[config.mk]
export PLATFORM = sky130hd
export DESIGN_NAME = irq_injector
export DESIGN_NICKNAME = d
export VERILOG_FILES = /design/src/rtl/irq_injector.sv
export SDC_FILE = /design/constraint.sdc
export NUM_CORES = 1
export LEC_CHECK = 0
export BUFFER_PORTS_ARGS = -buffer_cell sky130_fd_sc_hd__buf_2
export CAP_MARGIN = 20
export CORE_UTILIZATION = 50
export CTS_CLUSTER_DIAMETER = 60
export DETAILED_ROUTE_END_ITERATION = 12
export GPL_TIMING_DRIVEN = 0
export PLACE_DENSITY = 0.64
export SYNTH_ARGS = -nofsm -noshare
export SYNTH_HDL_FRONTEND = slang
export SYNTH_SLANG_ARGS = --single-unit
[constraint.sdc]
create_clock -name clk -period 20.5 [get_ports clk]
set_input_delay 2.05 -clock clk [delete_from_list [all_inputs] [get_ports clk]]
set_output_delay 2.05 -clock clk [all_outputs]
set_load 0.03 [all_outputs]
[src/rtl/irq_injector.sv]
// PC-match interrupt injector: each channel raises a delayed irq pulse (or a
// sticky level held until ack) when the fetch address enters its match value.
//
// state  | meaning
// IDLE   | armed when enabled, waiting for pc to enter match
// DELAY  | counting down the delay latched at trigger
// ASSERT | irq high until pulse expires (sticky=0) or ack
// SPENT  | fired without rearm; only a control write with enable=1 leaves
module irq_injector #(
    parameter int NUM_CH = 6,
    parameter int ADDR_W = 32,
    parameter int CNT_W  = 8
) (
    input  logic              clk,
    input  logic              reset,
    input  logic [ADDR_W-1:0] pc,
    input  logic              cfg_we,
    input  logic [2:0]        cfg_ch,
    input  logic [1:0]        cfg_field,
    input  logic [31:0]       cfg_wdata,
    input  logic [NUM_CH-1:0] irq_ack,
    output logic [NUM_CH-1:0] irq,
    output logic [NUM_CH-1:0] spent,
    output logic              busy
);

    typedef enum logic [1:0] {
        IDLE   = 2'd0,
        DELAY  = 2'd1,
        ASSERT = 2'd2,
        SPENT  = 2'd3
    } state_e;

    localparam logic [1:0]       FLD_MATCH = 2'd0;
    localparam logic [1:0]       FLD_DELAY = 2'd1;
    localparam logic [1:0]       FLD_PULSE = 2'd2;
    localparam logic [1:0]       FLD_CTRL  = 2'd3;
    localparam logic [CNT_W-1:0] CNT_ONE   = CNT_W'(1);

    state_e            state_q     [NUM_CH];
    state_e            state_d     [NUM_CH];
    logic [ADDR_W-1:0] match_q     [NUM_CH];
    logic [ADDR_W-1:0] match_d     [NUM_CH];
    logic [CNT_W-1:0]  delay_q     [NUM_CH];
    logic [CNT_W-1:0]  delay_d     [NUM_CH];
    logic [CNT_W-1:0]  pulse_q     [NUM_CH];
    logic [CNT_W-1:0]  pulse_d     [NUM_CH];
    logic [CNT_W-1:0]  pulse_lat_q [NUM_CH];
    logic [CNT_W-1:0]  pulse_lat_d [NUM_CH];
    logic [CNT_W-1:0]  cnt_q       [NUM_CH];
    logic [CNT_W-1:0]  cnt_d       [NUM_CH];
    logic [2:0]        ctrl_q      [NUM_CH];
    logic [2:0]        ctrl_d      [NUM_CH];

    logic [NUM_CH-1:0] hit_q;
    logic [NUM_CH-1:0] hit_d;
    logic [NUM_CH-1:0] irq_q;
    logic [NUM_CH-1:0] irq_d;

    logic [NUM_CH-1:0] sel;
    logic [NUM_CH-1:0] ctrl_wr;
    logic [NUM_CH-1:0] trig;
    logic [NUM_CH-1:0] ack_eff;

    logic unused_wdata;
    assign unused_wdata = ^cfg_wdata;

    // A zero pulse length still gives a one-cycle pulse.
    function automatic logic [CNT_W-1:0] pulse_len(input logic [CNT_W-1:0] p);
        return (p == '0) ? CNT_ONE : p;
    endfunction

    // Per-channel decode; a control write masks a same-cycle trigger and ack.
    always_comb begin
        sel     = '0;
        ctrl_wr = '0;
        trig    = '0;
        ack_eff = '0;
        hit_d   = '0;
        for (int i = 0; i < NUM_CH; i++) begin
            sel[i]     = cfg_we && (cfg_ch == 3'(i));
            ctrl_wr[i] = sel[i] && (cfg_field == FLD_CTRL);
            hit_d[i]   = (pc == match_q[i]);
            trig[i]    = ctrl_q[i][0] && hit_d[i] && !hit_q[i] && !ctrl_wr[i];
            ack_eff[i] = irq_ack[i] && !ctrl_wr[i];
        end
    end

    always_comb begin
        irq_d = '0;
        for (int i = 0; i < NUM_CH; i++) begin
            state_d[i]     = state_q[i];
            cnt_d[i]       = cnt_q[i];
            pulse_lat_d[i] = pulse_lat_q[i];
            match_d[i]     = match_q[i];
            delay_d[i]     = delay_q[i];
            pulse_d[i]     = pulse_q[i];
            ctrl_d[i]      = ctrl_q[i];

            case (state_q[i])
                IDLE: begin
                    if (trig[i]) begin
                        pulse_lat_d[i] = pulse_q[i];
                        if (delay_q[i] == '0) begin
                            state_d[i] = ASSERT;
                            cnt_d[i]   = pulse_len(pulse_q[i]);
                        end else begin
                            state_d[i] = DELAY;
                            cnt_d[i]   = delay_q[i];
                        end
                    end
                end
                DELAY: begin
                    if (cnt_q[i] == CNT_ONE) begin
                        state_d[i] = ASSERT;
                        cnt_d[i]   = pulse_len(pulse_lat_q[i]);
                    end else begin
                        cnt_d[i] = cnt_q[i] - CNT_ONE;
                    end
                end
                ASSERT: begin
                    irq_d[i] = !ack_eff[i];
                    if (ack_eff[i] || (!ctrl_q[i][2] && cnt_q[i] == CNT_ONE)) begin
                        state_d[i] = ctrl_q[i][1] ? IDLE : SPENT;
                    end else if (!ctrl_q[i][2]) begin
                        cnt_d[i] = cnt_q[i] - CNT_ONE;
                    end
                end
                SPENT: begin
                    state_d[i] = SPENT;
                end
                default: begin
                    state_d[i] = IDLE;
                end
            endcase

            if (ctrl_wr[i]) begin
                ctrl_d[i] = cfg_wdata[2:0];
                if (!cfg_wdata[0]) begin
                    state_d[i] = IDLE;
                    irq_d[i]   = 1'b0;
                end else if (state_q[i] == SPENT) begin
                    state_d[i] = IDLE;
                end
            end

            // Field writes only touch the programmed values, never the op in flight.
            if (sel[i] && cfg_field == FLD_MATCH) match_d[i] = ADDR_W'(cfg_wdata);
            if (sel[i] && cfg_field == FLD_DELAY) delay_d[i] = CNT_W'(cfg_wdata);
            if (sel[i] && cfg_field == FLD_PULSE) pulse_d[i] = CNT_W'(cfg_wdata);
        end
    end

    always_comb begin
        spent = '0;
        busy  = 1'b0;
        for (int i = 0; i < NUM_CH; i++) begin
            spent[i] = (state_q[i] == SPENT);
            busy     = busy | (state_q[i] == DELAY) | (state_q[i] == ASSERT);
        end
    end

    assign irq = irq_q;

    always_ff @(posedge clk or posedge reset) begin
        if (reset) begin
            hit_q <= '0;
            irq_q <= '0;
            for (int i = 0; i < NUM_CH; i++) begin
                state_q[i]     <= IDLE;
                match_q[i]     <= '0;
                delay_q[i]     <= '0;
                pulse_q[i]     <= '0;
                pulse_lat_q[i] <= '0;
                cnt_q[i]       <= '0;
                ctrl_q[i]      <= '0;
            end
        end else begin
            hit_q <= hit_d;
            irq_q <= irq_d;
            for (int i = 0; i < NUM_CH; i++) begin
                state_q[i]     <= state_d[i];
                match_q[i]     <= match_d[i];
                delay_q[i]     <= delay_d[i];
                pulse_q[i]     <= pulse_d[i];
                pulse_lat_q[i] <= pulse_lat_d[i];
                cnt_q[i]       <= cnt_d[i];
                ctrl_q[i]      <= ctrl_d[i];
            end
        end
    end

endmodule

# Yosys cells after proc, flatten, opt, wreduce, memory -nomap -nowiden
# Cells that the tools add are included.
word_totals:
  wordCells: 371
  output_inout_bits: 13
  regBits: 426
  inputBits: 78
op_classes:
  n_reduce_logical: 134
  n_bitwise: 11
  add_sub_neg: 6
  muxes: 120
  eq_ne: 56
op_table:
  columns: ["operator", "n"]
  rows:
  - ["2-to-1 mux 8 bit", 42]
  - ["== test 32 bit", 6]
  - ["zero test 8 bit", 18]
  - ["case mux 8 bit (3 select lines)", 6]
  - ["2-to-1 mux 2 bit", 48]
  - ["logical AND 1 bit", 60]
  - ["== test 8 x 1 -> 1 bit, second input constant", 6]
  - ["case mux 2 bit (4 select lines)", 6]
  - ["subtractor 8 x 1 -> 8 bit, second input constant", 6]
  - ["!= test 2 bit, second input constant", 18]
  - ["== test 2 bit, second input constant", 14]
  - ["zero test 1 bit", 24]
  - ["AND reduction 4 bit", 6]
  - ["2-to-1 mux 1 bit", 18]
  - ["nonzero test 3 bit", 6]
  - ["== test 2 x 1 -> 1 bit, second input constant", 7]
  - ["zero test 2 bit", 7]
  - ["AND reduction 2 bit", 6]
  - ["OR 1 bit", 11]
  - ["== test 3 x 2 -> 1 bit, second input constant", 2]
  - ["== test 3 bit, second input constant", 2]
  - ["logical OR 1 bit", 6]
  - ["== test 3 x 1 -> 1 bit, second input constant", 1]
  - ["zero test 3 bit", 1]

# Logic depth before layout (Yosys ltp)
logic_depth:
  depth_word: 12
  depth_mapped: 10
  depth_no_buf: 8

# Worst setup path before layout
# No wires, ideal clock.
synth_path:
  path_kind: "input-to-reg"
  from: "input pc[9]"
  to: "register cnt_q[10] (netlist name)"
  setup_slack_ps: 16298
  required_ps: 20375
  path_stages: 8
  arrival_ps: 4077
  setup_ps: 125
  n_path_buf: 2
  path_cell_list: "clkbuf_1 -> xor2_1 -> nor4_4 -> nand4_2 -> or4_4 -> buf_6 -> a21oi_4 -> mux2_4"
synth_between:
  elab_chain_len: 6
synth_rtl:
  columns: ["element", "line_no", "rtl"]
  rows:
  - ["from (decl)", "16", "input logic [ADDR_W-1:0] pc,"]
  - ["== test 32 bit", "83", "hit_d[i] = (pc == match_q[i]);"]
  - ["logical AND 1 bit (3 in a row)", "84", "trig[i] = ctrl_q[i][0] && hit_d[i] && !hit_q[i] && !ctrl_wr[i];"]
  - ["!= test 2 bit (no line)", null, null]
  - ["AND reduction 4 bit (no line)", null, null]
  - ["to (signal, indexed assignment)", "187", "cnt_q[i] <= cnt_d[i];"]
  - ["to (decl)", "50", "logic [CNT_W-1:0] cnt_q [NUM_CH];"]
# Every way passes these cells.
# A chain may end at the register's enable or synchronous reset.

# Worst setup path in the final report
layout_path:
  from: "register state_q[10] (netlist name)"
  to: "output busy"
layout_between:
  elab_chain_len: 12
  word_cells_on_any_way: 13
  classes_between: "eq/ne (2); bitwise (11)"
layout_rtl:
  columns: ["element", "line_no", "rtl"]
  rows:
  - ["from (decl)", "40", "state_e state_q [NUM_CH];"]
  - ["from (signal, indexed assignment)", "182", "state_q[i] <= state_d[i];"]
  - ["== test 2 x 1 -> 1 bit / == test 2 bit (equally long branches)", "159", "busy = busy | (state_q[i] == DELAY) | (state_q[i] == ASSERT);"]
  - ["OR 1 bit * (11 in a row)", "159", null]
  - ["to (decl)", "24", "output logic busy"]
# Every way passes the cells marked *; elsewhere a longest branch is shown, timed or not.

==> summary.txt <==
WP data arrival: 3130 ps
Worst Hold Class: flop to flop
Peak supply drop: 0.1044 mV
Mapped Area: 22310 um^2
DR vias/cell: 5.942
Synth Register Bits: 426
Worst EP required: 18450 ps
Worst Path Max Fanout: 10
Total congestion overflow: 0
Clock Pin Slew Worst Setup and Hold Paths: 60 ps
Die W: 213.3 um
Port bufs: 55
Setup Skew: 27.93 ps
CTS tree: built
Starting DRT DRC Count: 1124
Final setup vio count: 0
Max incr delay on CP: 780 ps
Worst Setup SP: state_q[10]
Ys async rst share: 1.000
Vias in the first global route: 15588
Cell count after synthesis: 1904
Fin nets: 2135
Pre-CTS setup slack: 15360 ps
# IOs: 91
DRC violation count after routing: 0
Synth warnings: 0
CP Class: flop to primary output
Period Utilization, post-route: 0.2529
Initial antenna violation count: 1
Post-DRT Antenna Nets: 0
R2r startpoint: match_q[171]
Unique masters post-synth: 78
DR vias: 15765
Most frequent cells in the layout: dfrtp_1, mux2_2, xnor2_1
Final HPWL DP: 44410 um
# resized after CTS: 0
CTS Buf Count: 50
RSZ-0062 raised after global routing: no
Die span in y: 213.3 um
Startpoint Class: flop
Most common flop cell mapped by yosys: dfrtp_1
Hold Violations, Final: 0
Clock Sinks: 426
Outcome: completed
Delay-heaviest family, CP: simple AND/OR/NAND/NOR gates
Syn nets: 2022
Routed Wire Length: 61190 um
Initial Utilization: 0.5057
Post-synth EDFFs: 0
Max_cap viols: 0
Skew-Pair Late Insertion Delay: 600 ps
Core area: 44120 um^2
Final Slew Violations: 0
Post-route setup TNS: 0 ps
Setup ws final: 15320 ps
CP bufs+invs: 4
Area Overhead vs Synth: 13.04%
CP Capture Type: primary output
Post-CTS Setup Bufs: 0
H-tree levels: 2
Slew HR: 0.2145
# fillers: 3791
Hold-fix buffer count after cts: 0
First-pass DRT Iterations: 6
Routability Congestion: 0.8697
Synthesized area per cell: 11.72 um^2
Final Critical Period: 5184 ps
Cells along the critical path: inv_1 > ha_1 > clkbuf_1 > buf_1 > nor4_1 > nand4_1 > buf_2
Sequential share of the synthesized area: 0.4777
Leak: 11.23 nW
Root buffer cell: clkbuf_16
Slowest cell on the critical path: nor4_1
Wirelength per Cell: 23.07 um
Worst-margin pin slew: 1167 ps
Die ar.: 45480 um^2
First-pass GRT wire length: 93890 um
Layout cells sized above 1: 0.2885
Fmax: 0.1929 GHz
Hold wc startpoint: ctrl_q[10]
Largest net degree at the start of global routing: 129
Power per Cell Area: 107.8 nW/um^2
Clock tree buffer depth: 3
Most common cell after layout, fill and taps aside: dfrtp_1
GR Util All Layers: 0.2757
Row count: 77
## cell families (layout without fill, tap and decap cells)
family                   after synthesis  after routing  synth area share
flip-flops                           426            426            0.4777
multiplexers                         396            396            0.2002
AND/OR/NAND/NOR                      376            376           0.09555
AO/OA/AOI/OAI                        288            288           0.08680
XOR/XNOR                             221            221           0.08742
buffers and inverters                157            312           0.02989
adder cells (fa/ha/maj)               40             40           0.02243
other                                  0              2                 0
## per-layer routing
layer	GRT usage	vias to the layer above	share of wire
li1	-	7162	-
met1	0.3809	8045	0.45
met2	0.4456	459	0.47
met3	0.03809	99	0.052
met4	0.09360	0	0.030
met5	0	-	0
## worst register-to-register path: cells and delay by family, from the launching register on
kind             cells  cell delay [ps]
AO/OA/AOI/OAI        1              460
XOR/XNOR             1              420
flip-flops           1              380
multiplexers         1              380
AND/OR/NAND/NOR      3             1550
## worst paths after layout
check	slack [ps]	endpoint	depth (start not counted)
worst max-delay path	15320	busy	7
worst min-delay path	480	ctrl_q[10]	2
worst max register to register	17170	cnt_q[44]	6
worst min register to register	480	ctrl_q[10]	2
max in group asynchronous	17480	state_q[5]	4
min in group asynchronous	1580	match_q[75]	2
## Yosys cell counts, drive strengths merged (6+ instances only)
cell	n	area share
a211oi	45	0.015
a21o	6	0.0020
a21oi	43	0.010
a22oi	6	0.0022
a31oi	35	0.0098
and3	10	0.0029
buf	52	0.012
clkbuf	63	0.011
dfrtp	426	0.48
ha	40	0.022
inv	42	0.0071
mux2	381	0.19
mux2i	15	0.0067
nand2	95	0.016
nand2b	20	0.0056
nand3	11	0.0025
nand4	46	0.013
nor2	40	0.0067
nor2b	8	0.0022
nor3	25	0.0056
nor3b	13	0.0044
nor4	46	0.014
o211ai	19	0.0064
o21a	15	0.0050
o21ai	59	0.013
o31ai	9	0.0030
or2	8	0.0022
or3	7	0.0020
or4	22	0.0079
xnor2	154	0.060
xor2	67	0.027
## final cells by class
class,count,area [um^2],share of cell area
diodes,2,5.005,0.0001984
plain buffers,115,509.2,0.02019
clock buffers,71,1460,0.05789
clock inverters,23,324.1,0.01285
inverters,42,165.2,0.006548
multi-input cells,1321,10990,0.4356
flip-flops and latches,426,10660,0.4226
well taps,592,740.7,0.02937
repair buffers,61,372.9,0.01478
## stage by stage
stage | instances | power [mW] | cell area, um^2 | util | hold slack, ps
2_1_floorplan | 1904 | 1.579 | 22310 | - | 439.4
3_3_place_gp | 2551 | 1.752 | 23330 | 0.5287 | 457.1
3_5_place_dp | 2556 | 1.772 | 23430 | 0.5310 | 460.5
4_1_cts | 2650 | 2.732 | 25210 | 0.5714 | 478.3
5_1_grt | 2652 | 2.851 | 25220 | 0.5716 | 523.4
6_report | 2653 | 2.718 | 25220 | 0.5717 | 482.6
## sequential cells by signal, summed over array words and instances (netlist names)
register and count:
cnt_q 48, ctrl_q 18, delay_q 48, hit_q 6
irq 6, match_q 192, pulse_lat_q 48, pulse_q 48
state_q 12
## power breakdown
part	switching [mW]	leakage, nW	total, mW	internal (mW)
registers	0.124	5.54	1.11	0.983
clock network	0.378	0.877	0.955	0.577
logic	0.346	4.81	0.656	0.310
Note: power is estimated with default switching activity, not from simulation.
